--- src/rtl/fetch_unit.sv ---
// fetch_unit
//   Fetch stage between the PC/instruction-memory side and decode. Holds the
//   fetch PC, issues in-order requests under a gnt/rvalid handshake, keeps up
//   to BUF_DEPTH requests in flight, and buffers returned instructions together
//   with their PC in a FIFO. It also handles branch redirect (flush and drop of
//   stale responses) and halt.
//
// Ports
//   clk, rst                    clock, synchronous active-high reset
//   redirect_valid, redirect_pc redirect fetch to redirect_pc
//   halt                        suppress new requests while high
//   imem_req, imem_addr         request to instruction memory (addr = fetch PC)
//   imem_gnt                    memory accepts the request this cycle
//   imem_rvalid, imem_rdata     in-order response from memory
//   out_valid, out_instr        head instruction offered to decode
//   out_pc, out_pc_next         PC of head instruction and PC + INSTR_BYTES
//   out_ready                   decode accepts the head instruction
module fetch_unit #(
   parameter int unsigned       DATA_W      = 16,
   parameter int unsigned       ADDR_W      = 16,
   parameter int unsigned       INSTR_BYTES = 2,
   parameter int unsigned       BUF_DEPTH   = 4,
   parameter logic [ADDR_W-1:0] RESET_PC    = '0
) (
   input  logic              clk,
   input  logic              rst,
   input  logic              redirect_valid,
   input  logic [ADDR_W-1:0] redirect_pc,
   input  logic              halt,
   output logic              imem_req,
   output logic [ADDR_W-1:0] imem_addr,
   input  logic              imem_gnt,
   input  logic              imem_rvalid,
   input  logic [DATA_W-1:0] imem_rdata,
   output logic              out_valid,
   output logic [DATA_W-1:0] out_instr,
   output logic [ADDR_W-1:0] out_pc,
   output logic [ADDR_W-1:0] out_pc_next,
   input  logic              out_ready
);

   localparam int unsigned       PW      = $clog2(BUF_DEPTH);
   localparam int unsigned       CW      = PW + 1;
   localparam logic [ADDR_W-1:0] PC_INC  = ADDR_W'(INSTR_BYTES);
   localparam logic [CW:0]       DEPTH_C = (CW+1)'(BUF_DEPTH);

   typedef enum logic [0:0] {
      ST_FETCH = 1'b0,
      ST_HALT  = 1'b1
   } state_e;

   state_e            state_q;
   logic [ADDR_W-1:0] pc_q, pc_d;
   logic [CW-1:0]     infl_q, infl_d;
   logic [CW-1:0]     drop_q, drop_d;
   logic [CW-1:0]     cnt_q, cnt_d;
   logic [PW-1:0]     tag_wr_q, tag_wr_d, tag_rd_q, tag_rd_d;
   logic [PW-1:0]     fifo_wr_q, fifo_wr_d, fifo_rd_q, fifo_rd_d;

   logic [ADDR_W-1:0] tag_q        [BUF_DEPTH];
   logic [DATA_W-1:0] fifo_instr_q [BUF_DEPTH];
   logic [ADDR_W-1:0] fifo_pc_q    [BUF_DEPTH];

   logic credit_ok;
   logic grant;
   logic push;
   logic pop;

   // In-flight count includes responses still to be dropped, so FIFO entries
   // plus in-flight requests can never exceed the FIFO capacity.
   assign credit_ok = ({1'b0, cnt_q} + {1'b0, infl_q}) < DEPTH_C;
   assign imem_req  = ~rst & (state_q == ST_FETCH) & ~halt & credit_ok;
   assign imem_addr = pc_q;
   assign grant     = imem_req & imem_gnt;

   assign out_valid   = (cnt_q != '0);
   assign out_instr   = fifo_instr_q[fifo_rd_q];
   assign out_pc      = fifo_pc_q[fifo_rd_q];
   assign out_pc_next = out_pc + PC_INC;

   assign pop  = out_valid & out_ready;
   // A response is stored only when nothing is pending drop and no redirect
   // is happening in the same cycle.
   assign push = imem_rvalid & (drop_q == '0) & ~redirect_valid;

   always_comb begin
      infl_d    = infl_q + CW'(grant) - CW'(imem_rvalid);
      tag_wr_d  = tag_wr_q + PW'(grant);
      tag_rd_d  = tag_rd_q + PW'(imem_rvalid);
      pc_d      = grant ? (pc_q + PC_INC) : pc_q;
      drop_d    = (imem_rvalid && (drop_q != '0)) ? (drop_q - CW'(1)) : drop_q;
      fifo_wr_d = fifo_wr_q + PW'(push);
      fifo_rd_d = fifo_rd_q + PW'(pop);
      cnt_d     = cnt_q + CW'(push) - CW'(pop);
      if (redirect_valid) begin
         // The head transfer in this cycle (if any) has already left; the rest
         // of the FIFO is discarded and every request still outstanding after
         // this cycle's grant/response is marked to drop.
         pc_d      = redirect_pc;
         drop_d    = infl_d;
         fifo_wr_d = '0;
         fifo_rd_d = '0;
         cnt_d     = '0;
      end
   end

   always_ff @(posedge clk) begin
      if (rst) begin
         state_q   <= ST_FETCH;
         pc_q      <= RESET_PC;
         infl_q    <= '0;
         drop_q    <= '0;
         cnt_q     <= '0;
         tag_wr_q  <= '0;
         tag_rd_q  <= '0;
         fifo_wr_q <= '0;
         fifo_rd_q <= '0;
      end else begin
         case (state_q)
            ST_FETCH: if (halt)  state_q <= ST_HALT;
            ST_HALT:  if (!halt) state_q <= ST_FETCH;
            default:             state_q <= ST_FETCH;
         endcase
         pc_q      <= pc_d;
         infl_q    <= infl_d;
         drop_q    <= drop_d;
         cnt_q     <= cnt_d;
         tag_wr_q  <= tag_wr_d;
         tag_rd_q  <= tag_rd_d;
         fifo_wr_q <= fifo_wr_d;
         fifo_rd_q <= fifo_rd_d;
      end
   end

   // Storage arrays: no reset needed, validity is tracked by the pointers.
   always_ff @(posedge clk) begin
      if (grant) begin
         tag_q[tag_wr_q] <= pc_q;
      end
      if (push) begin
         fifo_instr_q[fifo_wr_q] <= imem_rdata;
         fifo_pc_q[fifo_wr_q]    <= tag_q[tag_rd_q];
      end
   end

   // Responses return in request order, so one without an outstanding
   // request means the memory side is broken.
   a_rvalid_has_req: assert property (@(posedge clk) disable iff (rst)
      imem_rvalid |-> (infl_q != '0));

endmodule

--- config.mk ---
export PLATFORM = sky130hd
export DESIGN_NAME = fetch_unit
export DESIGN_NICKNAME = d
export VERILOG_FILES = /design/src/rtl/fetch_unit.sv
export SDC_FILE = /design/constraint.sdc
export NUM_CORES = 1
export LEC_CHECK = 0
export ABC_AREA = 1
export BUFFER_PORTS_ARGS = -buffer_cell sky130_fd_sc_hd__buf_2
export CORE_AREA = 4 4 202 204
export CTS_CLUSTER_DIAMETER = 120
export DETAILED_ROUTE_END_ITERATION = 16
export DIE_AREA = 0 0 206 208
export PLACE_DENSITY = 0.38
export SKIP_LAST_GASP = 1
export SYNTH_ARGS = -nofsm -noshare
export SYNTH_HDL_FRONTEND = slang
export SYNTH_SLANG_ARGS = --single-unit
--- constraint.sdc ---
create_clock -name clk -period 5.4 [get_ports clk]
set_clock_uncertainty 0.05 [all_clocks]
set_input_delay 0.81 -clock clk [delete_from_list [all_inputs] [get_ports clk]]
set_output_delay 0.81 -clock clk [all_outputs]
set_load 0.05 [all_outputs]
==> results of run 1 <==
## metrics by stage
stage / cell area, µm² / cells / hold WS [ns]
CTS: 11590 / 1538 / 0.4377
global placement: 10780 / 1492 / 0.4915
global route: 11590 / 1538 / 0.4467
finish: 11590 / 1538 / 0.4682
detailed placement: 10780 / 1492 / 0.4891
floorplan: 9656 / 889 / 0.4521
## per-layer routing
| metal | vias to the layer above | share of wire | global-route usage |
|---|---|---|---|
| met1 | 3000 | 0.49 | 0.1650 |
| met4 | 0 | 0.021 | 0.02547 |
| met5 | - | 0 | 0 |
| met3 | 33 | 0.041 | 0.01605 |
| li1 | 3276 | - | - |
| met2 | 143 | 0.44 | 0.1751 |
## critical path, stage by stage (launching register included)
cell     delay, ns
dfxtp_2       0.33
buf_4         0.56
nand2_1       0.10
nand2_1       0.09
nand2_1       0.06
nand2_2       0.15
ha_1          0.24
nand2_1       0.08
nor2_2        0.22
nand4_1       0.13
nand2_1       0.08
buf_2         0.25
## sequential cells by signal (all words and copies together) (netlist names)
register      flops
cnt_q             3
drop_q            3
fifo_instr_q     64
fifo_pc_q        64
fifo_rd_q         2
fifo_wr_q         2
imem_addr        16
infl_q            3
state_q           1
tag_q            64
tag_rd_q          2
tag_wr_q          2
## layout make-up
cell class                 instances  area [µm²]  area share
multi-input combinational        570        2867      0.2473
inverter                          56       210.2     0.01813
tap                              525       656.9     0.05667
clock inverter                     9       93.84    0.008096
sequential                       226        6447      0.5562
clock buffer                      37       713.2     0.06153
timing repair buffer             115       603.1     0.05203
## kinds of logic (layout without fill, tap and decap cells)
logic type      after synthesis  count (layout)  synth area share
xor+xnor                     17              17           0.01542
fa+ha+maj                    16              16           0.02229
simple gates                400             400            0.1753
compound gates              137             137           0.07710
flops                       226             226            0.6676
buf+inv                      93             217           0.04224
## report_power, final
group / internal [µW] / total, µW / switching [µW] / leakage [µW]
sequential: 1960 / 2000 / 38.2 / 0.00202
combinational: 130 / 540 / 409 / 0.00191
clock: 1010 / 1680 / 674 / 0.000381
## worst max path at each step
stage | depth (start not counted) | start | end | slack [ns]
2_1_floorplan | 4 | redirect_valid | fifo_instr_q[0][0] | 1.38
3_3_place_gp | 12 | rst | drop_q[2] | 2.16
3_5_place_dp | 12 | rst | drop_q[2] | 2.11
4_1_cts | 11 | fifo_rd_q[0] | out_pc_next[11] | 1.63
5_1_grt | 11 | fifo_rd_q[0] | out_pc_next[13] | 1.38
6_report | 11 | fifo_rd_q[0] | out_pc_next[11] | 1.72
## placed cells by master, fill, tap and decap left out, types with 14 or more instances in the layout
| cell type | count |
|---|---|
| a21oi_1 | 16 |
| o21ai_0 | 82 |
| dfxtp_1 | 33 |
| buf_2 | 104 |
| clkbuf_16 | 27 |
| nand3_1 | 50 |
| nor2_1 | 124 |
| ha_1 | 14 |
| inv_1 | 48 |
| edfxtp_1 | 192 |
| nand2_1 | 182 |
| o22ai_1 | 33 |
## cells in the mapped netlist (6+ instances only)
cell type	number	area (µm²)
nor2_2	10	62.56
edfxtp_1	192	5766
o22ai_1	33	206.5
o21ai_0	82	410.4
nand2_1	182	683.2
nor2_1	124	465.5
buf_4	6	45.04
clkbuf_1	22	82.58
xor2_1	11	96.34
inv_2	8	30.03
nand4_1	8	50.05
nor3_1	9	45.04
a21oi_1	16	80.08
xnor2_1	6	52.55
nand2_2	11	68.82
ha_1	14	175.2
dfxtp_1	34	680.7
nand3_1	50	250.2
inv_1	48	180.2
==> Flow_metrics.wiki, run 1 <==
{| class="wikitable"
! Metric !! Value
|-
| Mapped Nets || 944
|-
| Hold buffer count at cts || 0
|-
| Worst endpoint data arrival time || ~2.8 ns
|-
| Iteration-0 DRC Markers || slightly below 300
|-
| Number of filler instances in the final layout || 4,170
|-
| Wirelength per Cell || 15.88 µm
|-
| Critical R2R Capture || drop_q[2]
|-
| Total number of yosys warnings || 0
|-
| Final critical-path share of the clock period || 0.6808
|-
| Total number of clock tree sinks || 226
|-
| ANT cells || 0
|-
| DRC Markers || 0
|-
| Number of levels in the clock H-tree || 1
|-
| Crit path launch type || register
|-
| Setup crit end kind || output pin
|-
| Count of cells along the worst register-to-register path || 12
|-
| Endpoint of the worst hold path || fifo_instr_q[3][3]
|-
| Setup total negative slack || 0 ns
|-
| Setup ws final || 1.724 ns
|-
| Fraction of final layout cells with drive strength greater than 1 || 0.1876
|-
| Number of max-cap violations || 0
|-
| Peak Freq || between 200 and 300 MHz
|-
| Max Buffers Root-to-Sink || 3
|-
| Worst-case register-to-register setup slack || 2.62 ns
|-
| Worst path required time || about 4.5 ns
|-
| Post-layout min period || 3.676 ns
|-
| Floorplan die height || roughly 210 µm
|-
| Number of antenna violations at the first check in global routing || 0
|-
| Final GP Congestion || around 0.74
|-
| Avg Vias per Cell || 4.195
|-
| Net total in the final layout || between 1k and 1.5k
|-
| Starting Density || 0.2458
|-
| Die outline width || between 200 and 250 µm
|-
| Count of final max-slew check failures || 0
|-
| Final antenna-violating net count || 0
|-
| Register clock-pin slew on the reported worst setup and hold paths || around 0.060 ns
|-
| Later-pin clock latency in the skew report || between 0.5 and 0.6 ns
|-
| Type of the worst setup path || reg -> out
|-
| Area inside the core boundary || between 0.03 and 0.04 mm²
|-
| Number of buffer cells added on primary ports || ~100
|-
| Power Dens Cells || about 360 mW/mm²
|-
| Leakage power of the design || ~0.0043 µW
|-
| Dpl ws || around 2.1 ns
|-
| Crit Reg-Reg Startpoint || cnt_q[2]
|-
| Final Core Density || 0.2951
|-
| Fraction of the yosys area taken by sequential cells || 0.6676
|-
| Wire length of the first global-routing pass || approximately 38,000 µm
|-
| Min-Delay Path Depth || 1
|-
| Row count || 73
|-
| Instance count of the mapped netlist || 889
|-
| Count of flip-flops with a built-in enable after synthesis || approximately 190
|-
| Area Growth Syn to Fin || 20.05%
|-
| Worst-case vdd ir drop || just under 0.2 mV
|-
| Vias in the first global route || between 6k and 7k
|-
| Slew @ Worst Pin || 1.052 ns
|-
| Outcome || complete, no violations
|-
| CTS tree || yes
|-
| Mapped Area || around 0.0097 mm²
|-
| Final-report setup violation count || 0
|-
| Number of buffers created by CTS || 26
|-
| Hold WC Path Type || in -> reg
|-
| Die area || roughly 0.043 mm²
|-
| Final hold violation count || 0
|-
| Root buffer cell || clkbuf_16
|-
| RSZ-0062 raised after global routing || no
|-
| Largest net degree at the start of global routing || 66
|-
| # resized after CTS || 0
|-
| Proportion of register bits with asynchronous set or reset after synthesis || 0
|-
| Syn avg cell area || 10.86 µm²
|-
| Max FO, Critical Path || 65
|-
| Max-slew headroom at the worst pin || 0.2977
|-
| FF+latch count, synth || around 230
|-
| Tot Pwr || ~4200 µW
|-
| Post-detailed-routing wire length || approximately 24,000 µm
|-
| Number of setup buffers added after CTS || 0
|-
| Hold wc startpoint || imem_rdata[3]
|-
| Overall via count from detail_route || about 6.5k
|-
| Total congestion overflow after global routing || 0
|-
| Final HPWL from detailed placement || 15,320 µm
|-
| Post-synth cell types || 32
|-
| All-layer global routing usage || 0.1120
|-
| Leading register cell type out of synthesis || edfxtp_1
|-
| Number of primary I/O pins || ~110
|-
| Detailed-routing iteration count for the pre-antenna-repair pass || 4
|}
No activity file was read; power rests on OpenSTA's default activity.
==> inputs of run 2 (changes only) <==
- PLACE_DENSITY: 0.38 -> 0.4
- clock period: 5.4 -> 3.1 ns (I/O delays scaled with it)
==> run 2 against run 1 <==
  * Non-clock buffer count grew 16
  * Cell count is 1.2% higher
  * Critical endpoint is now out_pc_next[8]
  * Combinational power rose by 75%
  * Via count grew 1.6%
  * Highest routed layer unchanged
  * Clock power grew 90%
  * Worst setup slack worse by 1.5 ns
  * Largest cell class unchanged
  * Register-to-register slack got worse by 2.2 ns
  * First-iteration DRC count down 0.69%
  * Core utilization grew 0.71 points
  * Sequential cell count unchanged
==> Flow_metrics.wiki, run 2 (synthesis results as in run 1) <==
{| class="wikitable"
! Metric !! Value
|-
| Dpl ws || 0.3762 ns (was 2.112 ns)
|-
| Peak Freq || about 350 MHz
|-
| Slew @ Worst Pin || 0.7123 ns (was 1.052 ns)
|-
| Area inside the core boundary || 0.03928 mm² (unchanged)
|-
| Final hold violation count || 0 (unchanged)
|-
| Total congestion overflow after global routing || 0 (unchanged)
|-
| Later-pin clock latency in the skew report || 0.52 ns (about the same)
|-
| Final GP Congestion || 0.7095 (was 0.7371)
|-
| Relative contribution of sequential cells to total power || 0.457 (was 0.474)
|-
| Combinational power share || 0.124 (was 0.128)
|-
| Worst path required time || 2.58 ns (was 4.54 ns)
|-
| Wirelength per Cell || 15.34 µm (was 15.88 µm)
|-
| Register clock-pin slew on the reported worst setup and hold paths || 0.06 ns (about the same)
|-
| Wire length of the first global-routing pass || 37,560 µm (was 38,180 µm)
|-
| Die area || 0.04285 mm² (unchanged)
|-
| Final critical-path share of the clock period || 0.9229
|-
| Row count || 73 (unchanged)
|-
| Setup crit end kind || output pin (unchanged)
|-
| CTS tree || yes (unchanged)
|-
| Final Core Density || 0.3022 (was 0.2951)
|-
| Final-report setup violation count || 0 (unchanged)
|-
| Max incr delay on CP || 0.41 ns (was 0.56 ns)
|-
| Final antenna-violating net count || 0 (unchanged)
|-
| Max Buffers Root-to-Sink || 3 (unchanged)
|-
| Count of cells along the worst register-to-register path || 12 (unchanged)
|-
| Proportion of power drawn by the clock network || 0.419 (was 0.398)
|-
| Max FO, Critical Path || 14 (was 65)
|-
| RSZ-0062 raised after global routing || no (unchanged)
|-
| Fraction of final layout cells with drive strength greater than 1 || 0.2124 (was 0.1876)
|-
| ANT cells || 0 (unchanged)
|-
| Hold WC Path Type || in -> reg (unchanged)
|-
| Number of antenna violations at the first check in global routing || 0 (unchanged)
|-
| Root buffer cell || clkbuf_16 (unchanged)
|-
| Area Growth Syn to Fin || 22.92% (was 20.05%)
|-
| Number of filler instances in the final layout || 4,138 (was 4,170)
|-
| Critical-path cell with the highest stage delay || dfxtp_4 (was buf_4)
|-
| Leakage power of the design || 0.004465 µW (was 0.004313 µW)
|-
| Commonest non-fill, non-tap cells in the layout || edfxtp_1 (192), nand2_1 (181), nor2_1 (124) (was edfxtp_1 (192), nand2_1 (182), nor2_1 (124))
|-
| Most common library cell in the layout ignoring fill and taps || edfxtp_1 (unchanged)
|-
| Post-layout min period || 2.861 ns
|-
| Number of primary I/O pins || 105 (unchanged)
|-
| Hold buffer count at cts || 0 (unchanged)
|-
| Largest registers || fifo_instr_q: 64 flops, fifo_pc_q: 64 flops, tag_q: 64 flops (unchanged)
|-
| Type of the worst setup path || reg -> out (unchanged)
|-
| Iteration-0 DRC Markers || 289 (was 291)
|-
| Net switching power of the design || 1978 µW (was 1121 µW)
|-
| Number of max-cap violations || 0 (unchanged)
|-
| Die outline width || 206 µm (unchanged)
|-
| Worst endpoint data arrival time || 2.35 ns (was 2.82 ns)
|-
| Crit path launch type || register (unchanged)
|-
| Setup ws final || 0.2390 ns (was 1.724 ns)
|-
| Number of levels in the clock H-tree || 1 (unchanged)
|-
| Starting Density || 0.2458 (unchanged)
|-
| Min-Delay Path Depth || 1 (unchanged)
|-
| Most prevalent standard cell on the critical path || nand2_1 (unchanged)
|-
| Power Dens Cells || 642.0 mW/mm² (was 364.3 mW/mm²)
|-
| Avg Vias per Cell || 4.211 (was 4.195)
|-
| Count of final max-slew check failures || 0 (unchanged)
|-
| Detailed-routing iteration count for the pre-antenna-repair pass || 4 (unchanged)
|-
| Number of buffer cells added on primary ports || 104 (unchanged)
|-
| Outcome || complete, no violations (unchanged)
|-
| Area of all sequential standard cells || 0.006450 mm² (was 0.006447 mm²)
|-
| Overall via count from detail_route || 6,553 (was 6,452)
|-
| Worst path cell trace || inv_6, buf_4, nand2_1, nand3_1, nand2_1, nor2_2, nand2_1, nor2_4, xor2_1, buf_2 (was buf_4, nand2_1, nand2_1, nand2_1, nand2_2, ha_1, nand2_1, nor2_2, nand4_1, nand2_1, buf_2)
|-
| Worst-case vdd ir drop || 0.3739 mV (was 0.1956 mV)
|-
| Floorplan die height || 208 µm (unchanged)
|-
| Pint || 5642 µW (was 3101 µW)
|-
| All-layer global routing usage || 0.1097 (was 0.1120)
|-
| Net total in the final layout || 1,066 (was 1,050)
|-
| Final HPWL from detailed placement || 15,500 µm (was 15,320 µm)
|-
| Vias in the first global route || 6,478 (was 6,414)
|-
| Total number of clock tree sinks || 226 (unchanged)
|-
| Post-detailed-routing wire length || 23,870 µm (was 24,420 µm)
|-
| Switching part of the total || 0.2596 (was 0.2656)
|-
| DRC Markers || 0 (unchanged)
|-
| Multi-input logic area || 0.002849 mm² (was 0.002867 mm²)
|-
| Largest net degree at the start of global routing || 34 (was 66)
|-
| Number of buffers created by CTS || 26 (unchanged)
|-
| Max-slew headroom at the worst pin || 0.5246 (was 0.2977)
|}
run 2: cell count changes in the layout (fill, tap and decap cells not counted), sizes merged:
cell / before / now
buf: 115 / 129
clkbuf: 37 / 40
bufinv: 2 / 3
clkinvlp: 2 / 1
inv: 56 / 57
run 2: worst paths after layout:
| path | start | end | slack, ns |
|---|---|---|---|
| worst max-delay path | fifo_rd_q[0] | out_pc_next[8] | 0.24 |
| worst min-delay path | imem_rdata[2] | fifo_instr_q[3][2] | 0.11 |
| worst min register to register | drop_q[1] | drop_q[1] | 0.50 |
| worst max register to register | cnt_q[2] | drop_q[2] | 0.44 |
run 2: metrics by stage:
step | instances | cell area (µm²) | TNS [ns] | hold WS [ns] | power, µW
after floorplan | 889 | 9656 | -73.63 | 0.4521 | 4212
after global placement | 1507 | 10920 | 0 | 0.4955 | 4514
after detailed placement | 1507 | 10920 | 0 | 0.4894 | 4513
after CTS | 1555 | 11840 | 0 | 0.08190 | 7741
after global routing | 1556 | 11870 | 0 | 0.09347 | 7970
final | 1556 | 11870 | 0 | 0.1149 | 7620
run 2: area by class of cell:
| cell class | count | area share |
|---|---|---|
| Multi-Input combinational cell | 570 | 0.2400 |
| Sequential cell | 226 | 0.5434 |
| Tap cell | 525 | 0.05534 |
| Clock inverter | 10 | 0.01223 |
| Inverter | 56 | 0.01813 |
| Timing Repair Buffer | 131 | 0.06589 |
| Clock buffer | 38 | 0.06494 |
run 2: metal layers:
metal / vias up / wire (µm) / track usage
li1: 3320 / - / -
met1: 3080 / 11580 / 0.1576
met2: 128 / 10870 / 0.1743
met3: 25 / 1058 / 0.01964
met4: 0 / 361 / 0.02249
met5: - / 0 / 0
run 2: worst max-delay path: cells and delay by family, from the launching register on:
family                    cells  cell delay [ns]
buffers and inverters         3             0.62
and+or+nand+nor               6             0.63
xor gates and xnor gates      1             0.17
DFF                           1             0.41
run 2: what timing repair did:
item                                    in CTS  in global routing
setup buffers                                0                  1
gates resized for setup                      2                  6
endpoints found under the setup margin      10                 10
run 2: power by group through the flow:
stage               logic (µW)  clock network [µW]  registers [µW]
finish                     946                3190            3480
global route              1050                3420            3500
CTS                        963                3290            3490
detailed placement         962                   0            3550
global placement           962                   0            3550
floorplan                  639                   0            3570
==> inputs of run 3 (changes only) <==
- CELL_PAD_IN_SITES_DETAIL_PLACEMENT: not set -> 1
- CELL_PAD_IN_SITES_GLOBAL_PLACEMENT: not set -> 1
- CORE_AREA: 4 4 202 204 -> 4 4 157 159
- DIE_AREA: 0 0 206 208 -> 0 0 161 163
- PLACE_DENSITY: 0.4 -> 0.73
==> run 3 against run 2 <==
  * Total power is 4.9% lower
  * First-iteration DRC count is 2.4% higher
  * Combinational power is 1% lower
  * Critical endpoint is now out_pc_next[12]
  * Core utilization is 19 points higher
  * Sequential share of layout area is 2.1 points higher
  * Design area is 3.8% lower
==> Flow_metrics.wiki, run 3 (synthesis results as in run 1) <==
{| class="wikitable"
! Metric !! Value
|-
| Number of max-cap violations || 0 (unchanged)
|-
| Later-pin clock latency in the skew report || 0.53 ns (was 0.52 ns)
|-
| Area inside the core boundary || 0.02326 mm² (was 0.03928 mm²)
|-
| Wire length of the first global-routing pass || 36,050 µm (was 37,560 µm)
|-
| Register clock-pin slew on the reported worst setup and hold paths || 0.06 ns (about the same)
|-
| Dpl cells || 1,294 (was 1,507)
|-
| Area of all sequential standard cells || 0.006450 mm² (unchanged)
|-
| Starting Density || 0.4151 (was 0.2458)
|-
| Final HPWL from detailed placement || 14,600 µm (was 15,500 µm)
|-
| ANT cells || 0 (unchanged)
|-
| All-layer global routing usage || 0.1686 (was 0.1097)
|-
| RSZ-0062 raised after global routing || yes (was no)
|-
| Root buffer cell || clkbuf_16 (unchanged)
|-
| Detailed-routing iteration count for the pre-antenna-repair pass || 4 (unchanged)
|-
| Largest net degree at the start of global routing || 47 (was 34)
|-
| Final Instance Count excl. Fillers || 1,341 (was 1,556)
|-
| Hold WC Path Type || in -> reg (unchanged)
|-
| Final GP Congestion || 0.7712 (was 0.7095)
|-
| Slew @ Worst Pin || 0.9498 ns (was 0.7123 ns)
|-
| Worst path required time || 2.58 ns (about the same)
|-
| Multi-input logic area || 0.002846 mm² (was 0.002849 mm²)
|-
| Outcome || complete, no violations (unchanged)
|-
| Avg Vias per Cell || 4.978 (was 4.211)
|-
| Vias in the first global route || 7,067 (was 6,478)
|-
| Floorplan die height || 163 µm (was 208 µm)
|-
| Number of levels in the clock H-tree || 1 (unchanged)
|-
| Count of cells along the worst register-to-register path || 12 (unchanged)
|-
| Number of primary I/O pins || 105 (unchanged)
|-
| Post-detailed-routing wire length || 22,320 µm (was 23,870 µm)
|-
| Net total in the final layout || 1,058 (was 1,066)
|-
| Die area || 0.02624 mm² (was 0.04285 mm²)
|-
| Setup crit end kind || output pin (unchanged)
|-
| Number of buffer cells added on primary ports || 104 (unchanged)
|-
| Hold_ws || 0.1033 ns (was 0.1149 ns)
|-
| Post-layout min period || 2.926 ns (was 2.861 ns)
|-
| Number of buffers created by CTS || 25 (was 26)
|-
| Wirelength per Cell || 16.64 µm (was 15.34 µm)
|-
| Min-Delay Path Depth || 1 (unchanged)
|-
| Iteration-0 DRC Markers || 296 (was 289)
|-
| Overall via count from detail_route || 6,675 (was 6,553)
|-
| Type of the worst setup path || reg -> out (unchanged)
|-
| Tot Pwr || 7243 µW (was 7620 µW)
|-
| Final antenna-violating net count || 0 (unchanged)
|-
| Worst-case vdd ir drop || 0.3855 mV (was 0.3739 mV)
|-
| Total number of clock tree sinks || 226 (unchanged)
|-
| Max FO, Critical Path || 21 (was 14)
|-
| Largest registers || fifo_instr_q: 64 flops, fifo_pc_q: 64 flops, tag_q: 64 flops (unchanged)
|-
| Final hold violation count || 0 (unchanged)
|-
| Crit path launch type || register (unchanged)
|-
| Number of filler instances in the final layout || 2,578 (was 4,138)
|-
| Number of setup buffers added after CTS || 0 (unchanged)
|-
| DRC Markers || 0 (unchanged)
|-
| Peak Freq || 341.8 MHz (was 349.5 MHz)
|-
| Row count || 56 (was 73)
|-
| CTS tree || yes (unchanged)
|-
| Count of final max-slew check failures || 0 (unchanged)
|-
| Number of antenna violations at the first check in global routing || 0 (unchanged)
|-
| Max Buffers Root-to-Sink || 3 (unchanged)
|-
| Total congestion overflow after global routing || 0 (unchanged)
|-
| Final-report setup violation count || 0 (unchanged)
|-
| Max-slew headroom at the worst pin || 0.3661 (was 0.5246)
|-
| Most common library cell in the layout ignoring fill and taps || edfxtp_1 (unchanged)
|-
| Fraction of final layout cells with drive strength greater than 1 || 0.2016 (was 0.2124)
|-
| Final critical-path share of the clock period || 0.9438 (was 0.9229)
|-
| Worst endpoint data arrival time || 2.41 ns (was 2.35 ns)
|-
| Area Growth Syn to Fin || 18.28% (was 22.92%)
|-
| Leakage power of the design || 0.004375 µW (was 0.004465 µW)
|-
| Die outline width || 161 µm (was 206 µm)
|-
| Power Dens Cells || 634.2 mW/mm² (was 642.0 mW/mm²)
|-
| Commonest non-fill, non-tap cells in the layout || edfxtp_1 (192), nand2_1 (182), nor2_1 (124) (was edfxtp_1 (192), nand2_1 (181), nor2_1 (124))
|-
| Hold buffer count at cts || 0 (unchanged)
|}
## run 3: worst paths after layout
check,from,end,slack (ns)
max,fifo_rd_q[1],out_pc_next[12],0.17
min,imem_rdata[14],fifo_instr_q[2][14],0.10
max reg2reg,cnt_q[2],drop_q[2],0.35
min reg2reg,imem_addr[0],tag_q[1][0],0.52
## run 3: metal layers
layer	routed length [µm]	global-route usage	vias up
li1	-	-	3297
met1	9881	0.2152	3207
met2	11080	0.3045	139
met3	979	0.02506	32
met4	380	0.03994	0
met5	0	0	-
## run 3: what timing repair did
| item | CTS | global route |
|---|---|---|
| gates cloned | 0 | 1 |
| hold endpoints to repair | 0 | 0 |
| resized for setup | 4 | 14 |
| endpoints found under the setup margin | 10 | 10 |
## run 3: layout make-up
cell class,instances,area share
clock inverters,15,0.01227
flip-flops and latches,226,0.5647
multi-input cells,570,0.2492
well taps,319,0.03495
inverters,56,0.01906
clock buffers,31,0.05675
repair buffers,124,0.06299
## run 3: through the flow
stage / utilization / TNS [ns] / area (µm²) / worst slack (ns)
after floorplan: - / -73.63 / 9656 / -0.5753
after global placement: 0.4540 / 0 / 10560 / 0.4722
after global routing: 0.4910 / -0.01124 / 11420 / -0.01124
after detailed placement: 0.4540 / 0 / 10560 / 0.3908
final: 0.4910 / 0 / 11420 / 0.1742
after CTS: 0.4885 / 0 / 11360 / 0.01007
## run 3: critical path, cell delays in order, from the launching register on
cell and delay (ns):
dfxtp_1 0.33, inv_2 0.31, buf_4 0.24, nand3_1 0.11
nand2_2 0.17, nor2_1 0.06, nand2_1 0.12, inv_1 0.08
nand3_1 0.07, nand2_1 0.05, nand2_1 0.07, buf_2 0.27
## run 3: power by group
group,internal [µW],switching [µW]
combinational,239,697
clock,1660,1160
sequential,3420,68.2
